**src/rtl/id_operand_scoreboard_pkg.sv**
```systemverilog
// Shared types and helpers for the ID-stage operand scoreboard.
package id_operand_scoreboard_pkg;

    localparam int REG_ADDR_W = 5;

    // One in-flight register writer tracked by the scoreboard.
    typedef struct packed {
        logic                  valid;
        logic [REG_ADDR_W-1:0] rd;
        logic                  is_load;
    } sb_entry_t;

    // Width of a per-port forward select: 0 = register file, k+1 = stage k.
    function automatic int fwd_sel_w(input int stages);
        return $clog2(stages + 1);
    endfunction

endpackage

```
**src/rtl/id_operand_port.sv**
```systemverilog
// One read port: youngest-match search over the scoreboard, readiness
// check, operand mux and stall request.
module id_operand_port
    import id_operand_scoreboard_pkg::*;
#(
    parameter int XLEN        = 32,
    parameter int STAGES      = 3,
    parameter int FWD_FROM_EX = 0,
    parameter int LOAD_READY  = 2,
    parameter int SEL_W       = 2
) (
    input  sb_entry_t [STAGES-1:0]   entries,
    input  logic [REG_ADDR_W-1:0]    rs_addr,
    input  logic                     rs_used,
    input  logic [XLEN-1:0]          rf_data,
    input  logic [STAGES*XLEN-1:0]   stage_data,
    output logic [SEL_W-1:0]         sel,
    output logic [XLEN-1:0]          data,
    output logic                     stall_req
);

    // Earliest stage at which a non-load result can be forwarded.
    localparam int ALU_READY = (FWD_FROM_EX != 0) ? 0 : 1;

    // Scan oldest to youngest so the youngest matching producer wins.
    always_comb begin
        sel       = '0;
        data      = rf_data;
        stall_req = 1'b0;
        for (int k = STAGES - 1; k >= 0; k--) begin
            if (entries[k].valid && (entries[k].rd == rs_addr) &&
                rs_used && (rs_addr != '0)) begin
                sel       = SEL_W'(k + 1);
                data      = stage_data[k*XLEN +: XLEN];
                stall_req = entries[k].is_load ? (k < LOAD_READY) : (k < ALU_READY);
            end
        end
    end

endmodule

```
**src/rtl/id_operand_scoreboard.sv**
```systemverilog
// ID-stage operand scoreboard: tracks in-flight writers per post-ID stage,
// drives per-port forwarding and a combined stall, and counts stall cycles.
module id_operand_scoreboard
    import id_operand_scoreboard_pkg::*;
#(
    parameter int XLEN        = 32,
    parameter int NUM_RD      = 2,
    parameter int STAGES      = 3,
    parameter int FWD_FROM_EX = 0,
    parameter int LOAD_READY  = 2,
    parameter int CNT_W       = 16
) (
    input  logic                                  clk,
    input  logic                                  rst_n,
    input  logic                                  pipe_advance,
    input  logic                                  flush,
    input  logic                                  issue_valid,
    input  logic                                  issue_regwrite,
    input  logic                                  issue_is_load,
    input  logic [4:0]                            issue_rd,
    input  logic [NUM_RD*5-1:0]                   rs_addr,
    input  logic [NUM_RD-1:0]                     rs_used,
    input  logic [NUM_RD*XLEN-1:0]                rf_data,
    input  logic [STAGES*XLEN-1:0]                stage_data,
    output logic [NUM_RD*$clog2(STAGES+1)-1:0]    fwd_sel,
    output logic [NUM_RD*XLEN-1:0]                fwd_data,
    output logic                                  stall,
    output logic [CNT_W-1:0]                      stall_cnt
);

    localparam int SEL_W = fwd_sel_w(STAGES);

    sb_entry_t [STAGES-1:0] sb_reg;
    sb_entry_t              entry0_next;
    logic [NUM_RD-1:0]      stall_req;
    logic [CNT_W-1:0]       stall_cnt_reg;
    logic                   accept;

    // A stalled or squashed instruction must not be recorded as a producer.
    assign accept = issue_valid & issue_regwrite & (issue_rd != 5'd0) & ~stall & ~flush;
    assign stall  = |stall_req;
    assign stall_cnt = stall_cnt_reg;

    // New youngest entry: the accepted writer, otherwise a bubble.
    always_comb begin
        entry0_next = '0;
        if (accept) begin
            entry0_next.valid   = 1'b1;
            entry0_next.rd      = issue_rd;
            entry0_next.is_load = issue_is_load;
        end
    end

    // Scoreboard shift register; moves only with the pipeline.
    always_ff @(posedge clk or negedge rst_n) begin
        if (!rst_n) begin
            sb_reg <= '0;
        end else if (pipe_advance) begin
            sb_reg[0] <= entry0_next;
            for (int k = 1; k < STAGES; k++) begin
                sb_reg[k] <= sb_reg[k-1];
            end
        end
    end

    // Saturating count of cycles in which a stall actually held the pipeline.
    always_ff @(posedge clk or negedge rst_n) begin
        if (!rst_n) begin
            stall_cnt_reg <= '0;
        end else if (stall && pipe_advance && (stall_cnt_reg != {CNT_W{1'b1}})) begin
            stall_cnt_reg <= stall_cnt_reg + 1'b1;
        end
    end

    generate
        for (genvar gi = 0; gi < NUM_RD; gi++) begin : g_port
            id_operand_port #(
                .XLEN        (XLEN),
                .STAGES      (STAGES),
                .FWD_FROM_EX (FWD_FROM_EX),
                .LOAD_READY  (LOAD_READY),
                .SEL_W       (SEL_W)
            ) u_port (
                .entries    (sb_reg),
                .rs_addr    (rs_addr[gi*5 +: 5]),
                .rs_used    (rs_used[gi]),
                .rf_data    (rf_data[gi*XLEN +: XLEN]),
                .stage_data (stage_data),
                .sel        (fwd_sel[gi*SEL_W +: SEL_W]),
                .data       (fwd_data[gi*XLEN +: XLEN]),
                .stall_req  (stall_req[gi])
            );
        end
    endgenerate

endmodule
```
**config.mk**
```make
export PLATFORM = sky130hd
export DESIGN_NAME = id_operand_scoreboard
export DESIGN_NICKNAME = d
export VERILOG_FILES = /design/src/rtl/id_operand_scoreboard_pkg.sv /design/src/rtl/id_operand_port.sv /design/src/rtl/id_operand_scoreboard.sv
export SDC_FILE = /design/constraint.sdc
export NUM_CORES = 1
export LEC_CHECK = 0
export ABC_AREA = 1
export BUFFER_PORTS_ARGS = -buffer_cell sky130_fd_sc_hd__buf_2
export CORE_MARGIN = 2
export CORE_UTILIZATION = 45
export DETAILED_ROUTE_END_ITERATION = 6
export PLACE_DENSITY = 0.78
export SLEW_MARGIN = 20
export SYNTH_ARGS = -nofsm -noshare
export SYNTH_HDL_FRONTEND = slang
export SYNTH_HIERARCHICAL = 1
export SYNTH_SLANG_ARGS = --single-unit
```
**constraint.sdc**
```tcl
create_clock -name clk -period 2.9 [get_ports clk]
set_clock_uncertainty 0.15 [all_clocks]
set_input_delay 0.435 -clock clk [delete_from_list [all_inputs] [get_ports clk]]
set_output_delay 0.435 -clock clk [all_outputs]
set_load 0.02 [all_outputs]
```
==> results of run 1 <==
[cell usage in the layout, fill, tap and decap left out, types with 2 or more instances in the layout]
master and instances:
a21boi_0 2, a21oi_1 2, buf_12 8, buf_2 268
buf_4 10, clkbuf_16 5, clkinv_1 2, clkinv_2 2
dfrtp_1 36, diode_2 6, inv_1 169, inv_2 12
nand2_1 352, nand2_2 8, nand3_1 274, nand3_2 3
nand4_1 9, nor2_1 38, nor2_2 5, nor2_4 7
o21ai_0 10, or2_2 64, xnor2_1 7, xor2_1 2
[worst max path at each step]
| stage | from | endpoint | slack [ps] | cells after the start |
|---|---|---|---|---|
| 2_1_floorplan | rs_addr[1] | fwd_sel[0] | 600 | 9 |
| 3_3_place_gp | rs_addr[9] | fwd_data[36] | 410 | 14 |
| 3_5_place_dp | rs_addr[9] | fwd_data[63] | 380 | 14 |
| 4_1_cts | sb_reg[9] | fwd_data[2] | 230 | 11 |
| 5_1_grt | sb_reg[9] | fwd_data[34] | 70 | 14 |
| 6_report | sb_reg[9] | fwd_data[2] | 230 | 11 |
[power by group]
| part | switching, µW | internal [µW] |
|---|---|---|
| combinational | 318 | 215 |
| sequential | 22.6 | 518 |
| clock | 198 | 312 |
| total | 538 | 1040 |
[metal layers]
layer	share of wire [%]	track usage, %	routed length (µm)	up-vias
li1	-	-	-	3762
met1	39	34.25	7611	3323
met2	49	49.67	9637	401
met3	8.3	3.788	1632	56
met4	3.4	11.98	663	0
met5	0	0	0	-
[area by class of cell]
type | instances | area, µm² | share of cell area (%)
multi-input combinational | 788 | 3702 | 51.20
timing repair buffer | 286 | 1577 | 21.80
sequential | 36 | 900.9 | 12.46
inverter | 184 | 691.9 | 9.569
tap | 168 | 210.2 | 2.907
clock buffer | 6 | 128.9 | 1.782
antenna | 6 | 15.01 | 0.2076
clock inverter | 1 | 5.005 | 0.06922
[metrics by stage]
step	instance area [µm²]	hold slack, ps	cells
finish	7231	87.41	1475
global route	7223	168.8	1472
CTS	7216	112.4	1469
detailed placement	7082	333.7	1462
global placement	7082	320.4	1462
floorplan	5662	-10.59	1065
==> metrics.md, run 1 <==
| Metric | Value |
|---|---|
| Pwr per Cell Area | ~220 nW/µm² |
| Area delta synth->final | 27.71% |
| CP arrival | 2080 ps |
| Hold_buf cts | 0 |
| Worst setup SP type | flop |
| Skew-Pair Late Insertion Delay | roughly 280 ps |
| Post-DP HPWL | 14700 µm |
| Routability cong. | between 0.9 and 1 |
| Pre-CTS setup slack | between 300 and 400 ps |
| Endpoint of the worst register-to-register path | stall_cnt[5] |
| Total core area | 12160 µm² |
| Syn nets | roughly 1300 |
| Layout cell share with drive strength beyond 1 | around 30% |
| Clk root buf | clkbuf_16 |
| Clock Path Buffers | 2 |
| # rows | 40 |
| Fin. Hold Viols | 0 |
| DR iter-0 viols | 808 |
| Cell Chain, Critical Path | nand2_1 -> nand3_1 -> nor2_4 -> buf_4 -> nand3_1 -> nand2_1 -> inv_1 -> nand3_1 -> nand2_1 -> inv_1 -> buf_2 |
| Slew HR | 46.66% |
| Min-Delay Path Class | input pin to asynchronous set/reset pin |
| Clk slew on worst S/H paths | ~60 ps |
| RSZ-0062 raised after global routing | false |
| Slew @ Worst Pin | about 800 ps |
| Fmax | around 370 MHz |
| Vias per inst | between 5 and 6 |
| Final core utilization | about three fifths |
| CP top delay family | simple AND/OR/NAND/NOR gates |
| Leak pwr | around 0.0044 µW |
| Grt ovf | 0 |
| Syn. warnings | 6 |
| Crit end category | primary output |
| Max-slew violations | 0 |
| Reg2reg path depth | 16 |
| Netlist Area Pre-Place | 5662 µm² |
| Initial DRT Pass Iterations | 7 |
| Syn Area/Cell | about 5.3 µm² |
| Die footprint | between 10000 and 15000 µm² |
| CTS H-tree depth | 2 |
| Final Net Count | between 1000 and 1500 |
| Max reg flops | 20 |
| Critical path type | flop to primary output |
| Starting density of the core | 46.55% |
| Mapped Cells | 1065 |
| DR DRC count | 0 |
| Number of global-route vias before repair | around 6600 |
| Antenna violations before repair | 4 |
| Status | finished clean |
| Crit share post-route | about 90% |
| Setup Viol. Count Final | 0 |
| I/O pin total | 269 |
| TritonCTS clock tree | done |
| VDD IR-drop max | between 0.0004 and 0.0005 V |
| Worst path slowest cell | dfrtp_1 |
| Cts bufs inserted | 5 |
| Post-route setup TNS | 0 ps |
| Die Height | approximately 120 µm |
| Buf+Inv Stages, Crit Path | 4 |
| Crit Reg-Reg Startpoint | sb_reg[9] |
| GRT Total Usage | ~28% |
| Post-CTS Resized | 0 |
| First-pass GRT wire length | ~30000 µm |
| Crit-path max cell delay | roughly 450 ps |
| Total power | about 1600 µW |
| Largest net degree at the start of global routing | between 40 and 50 |
| Routed WL | between 15000 and 20000 µm |
| Setup Buffers After CTS | 0 |
| Fillers | between 1000 and 1500 |
| Max Cap Violations | 0 |
| Clock sinks | 36 |
| Worst endpoint required time | 2320 ps |
| Critical-path maximum fanout | 32 |
| Port bufs | 268 |
| Worst setup margin | roughly 230 ps |
| Die Span X | 116.2 µm |
| Post-route ant nets | 0 |
| Tmin final | between 2000 and 3000 ps |
| Routed len/inst | 13.25 µm |
| Total number of vias | between 7000 and 8000 |
| R2r setup slk | approximately 720 ps |
No activity file was read; power rests on OpenSTA's default activity.
==> run 2: changes to the inputs <==
--- a/config.mk
+++ b/config.mk
@@ -11,6 +11,7 @@
 export CORE_UTILIZATION = 45
 export DETAILED_ROUTE_END_ITERATION = 6
 export PLACE_DENSITY = 0.78
+export SETUP_SLACK_MARGIN = 0.5
 export SLEW_MARGIN = 20
 export SYNTH_ARGS = -nofsm -noshare
 export SYNTH_HDL_FRONTEND = slang
==> metrics.md, run 2 (synthesis results as in run 1) <==
| Metric | Value |
|---|---|
| Crit path from | sb_reg[2] (was sb_reg[9]) |
| Starting density of the core | 46.55% (unchanged) |
| First-pass GRT wire length | 31460 µm (was 30930 µm) |
| Hold_buf cts | 0 (unchanged) |
| Initial DRT Pass Iterations | 7 (unchanged) |
| Min-Delay Path Class | input pin to asynchronous set/reset pin (unchanged) |
| Placed cells | 1462 (unchanged) |
| Most frequent cells in the layout | nand2_1 (333), nand3_1 (225), buf_2 (200) (was nand2_1 (352), nand3_1 (274), buf_2 (268)) |
| Die Span X | 116.2 µm (unchanged) |
| Setup Viol. Count Final | 0 (unchanged) |
| Total power | 1705 µW (was 1583 µW) |
| Clk slew on worst S/H paths | 60 ps (about the same) |
| Endpoint of the worst register-to-register path | stall_cnt[5] (unchanged) |
| Max Cap Violations | 0 (unchanged) |
| Tmin final | 2612 ps (was 2667 ps) |
| Routed len/inst | 15.54 µm (was 13.25 µm) |
| Clk root buf | clkbuf_16 (unchanged) |
| Total number of vias | 7988 (was 7542) |
| Critical path type | flop to primary output (unchanged) |
| Crit share post-route | 90.08% (was 91.98%) |
| Post-route setup TNS | 0 ps (unchanged) |
| RSZ-0062 raised after global routing | true (was false) |
| CTS H-tree depth | 2 (unchanged) |
| CP arrival | 2030 ps (was 2080 ps) |
| Clock Path Buffers | 2 (unchanged) |
| DR DRC count | 2 (was 0) |
| Antenna violations before repair | 6 (was 4) |
| Number of global-route vias before repair | 6708 (was 6624) |
| Routability cong. | 0.9594 (unchanged) |
| Total core area | 12160 µm² (unchanged) |
| Slew HR | 47.20% (was 46.66%) |
| Cts bufs inserted | 5 (unchanged) |
| Final core utilization | 69.69% (was 59.45%) |
| Status | complete, but fails checks (was finished clean) |
| Fin area | 8476 µm² (was 7231 µm²) |
| # rows | 40 (unchanged) |
| TritonCTS clock tree | done (unchanged) |
| Slew @ Worst Pin | 792.0 ps (was 800.1 ps) |
| I/O pin total | 269 (unchanged) |
| Violated checks | DRC |
| Port bufs | 268 (unchanged) |
| Die Height | 116.2 µm (unchanged) |
| Pwr per Cell Area | 201.1 nW/µm² (was 218.9 nW/µm²) |
| R2r setup slk | 720 ps (about the same) |
| Skew-Pair Late Insertion Delay | 290 ps (was 280 ps) |
| Largest net degree at the start of global routing | 44 (was 46) |
| Area after DPL | 7082 µm² (unchanged) |
| Post-DP HPWL | 14700 µm (unchanged) |
| Layout cell share with drive strength beyond 1 | 39.98% (was 30.36%) |
| Grt ovf | 0 (unchanged) |
| Worst endpoint required time | 2320 ps (about the same) |
| Crit end category | primary output (unchanged) |
| Die footprint | 13490 µm² (unchanged) |
| Routed WL | 23350 µm (was 19550 µm) |
| Post-route insts no fill | 1503 (was 1475) |
| Final Net Count | 1513 (was 1486) |
| Crit Reg-Reg Startpoint | sb_reg[2] (was sb_reg[9]) |
| Fmax | 382.8 MHz (was 374.9 MHz) |
| Fin. Hold Viols | 0 (unchanged) |
| Reg2reg path depth | 12 (was 16) |
| Vias per inst | 5.315 (was 5.113) |
| Commonest non-fill, non-tap cell in the layout | nand2_1 (unchanged) |
| Max reg flops | 20 (unchanged) |
| Clock sinks | 36 (unchanged) |
| Max-slew violations | 0 (unchanged) |
| Post-route ant nets | 0 (unchanged) |
| DR iter-0 viols | 834 (was 808) |
| Worst setup SP type | flop (unchanged) |
| GRT Total Usage | 28.66% (was 28.07%) |
| Critical-path maximum fanout | 6 (was 32) |
| Area delta synth->final | 49.70% (was 27.71%) |
| VDD IR-drop max | 0.0004352 V (was 0.0004315 V) |
| Leak pwr | 0.004824 µW (was 0.004366 µW) |
==> run 2: changes by cell type in the layout (fill, tap and decap cells not counted), sizes merged <==
cell and change:
diode +1, buf +20, clkbuf +7
==> run 2: power breakdown <==
group / total (µW) / internal, µW / switching (µW) / leakage (µW)
Combinational: 651 / 288 / 363 / 0.00428
Sequential: 542 / 519 / 23.2 / 0.000478
Clock: 511 / 312 / 199 / 0.0000668
==> run 2: how the worst max path moves through the flow <==
| stage | cells after the start | slack [ps] | to |
|---|---|---|---|
| finish | 12 | 290 | fwd_data[32] |
| global route | 12 | 130 | fwd_data[16] |
| CTS | 9 | 320 | fwd_data[2] |
| detailed placement | 14 | 380 | fwd_data[63] |
| global placement | 14 | 410 | fwd_data[36] |
| floorplan | 9 | 600 | fwd_sel[0] |
==> run 2: final cells by class <==
class                      instances  area, µm²
sequential                        36      915.9
tap                              168      210.2
clock inverter                     1      5.005
fill                            1029       3686
clock buffer                       6      128.9
multi-input combinational        788       4081
timing repair buffer             313       2422
inverter                         184      694.4
antenna                            7      17.52
==> run 2: critical path: stages, from the launching register on <==
cell       delay (ps)
dfrtp_2           450
nand2_1           120
nand3_2           110
nor2_4            140
nand3_4           150
buf_12            180
clkbuf_16         150
nand2_1            60
inv_1              40
nand3_1            80
nand2_1            50
inv_1              70
buf_6             120
==> run 2: what timing repair did <==
action | in CTS | in global routing
endpoints found under the setup margin | 67 | 72
resized for setup | 57 | 209
cloned | 2 | 11
buffers inserted | 8 | 6
pin swaps | 2 | 70
==> run 2: metrics by stage <==
stage	worst slack (ps)	hold slack (ps)
6_report	287.7	79.05
5_1_grt	129.6	167.1
4_1_cts	321.2	112.2
3_5_place_dp	378.7	333.7
3_3_place_gp	405.4	320.4
2_1_floorplan	603.9	-10.59
==> run 2: layer usage <==
| metal | vias up | part of all wire, % | track usage [%] |
|---|---|---|---|
| li1 | 3824 | - | - |
| met1 | 3582 | 37 | 34.34 |
| met2 | 470 | 49 | 52.16 |
| met3 | 112 | 9.1 | 4.048 |
| met4 | 0 | 5.2 | 10.56 |
| met5 | - | 0 | 0 |
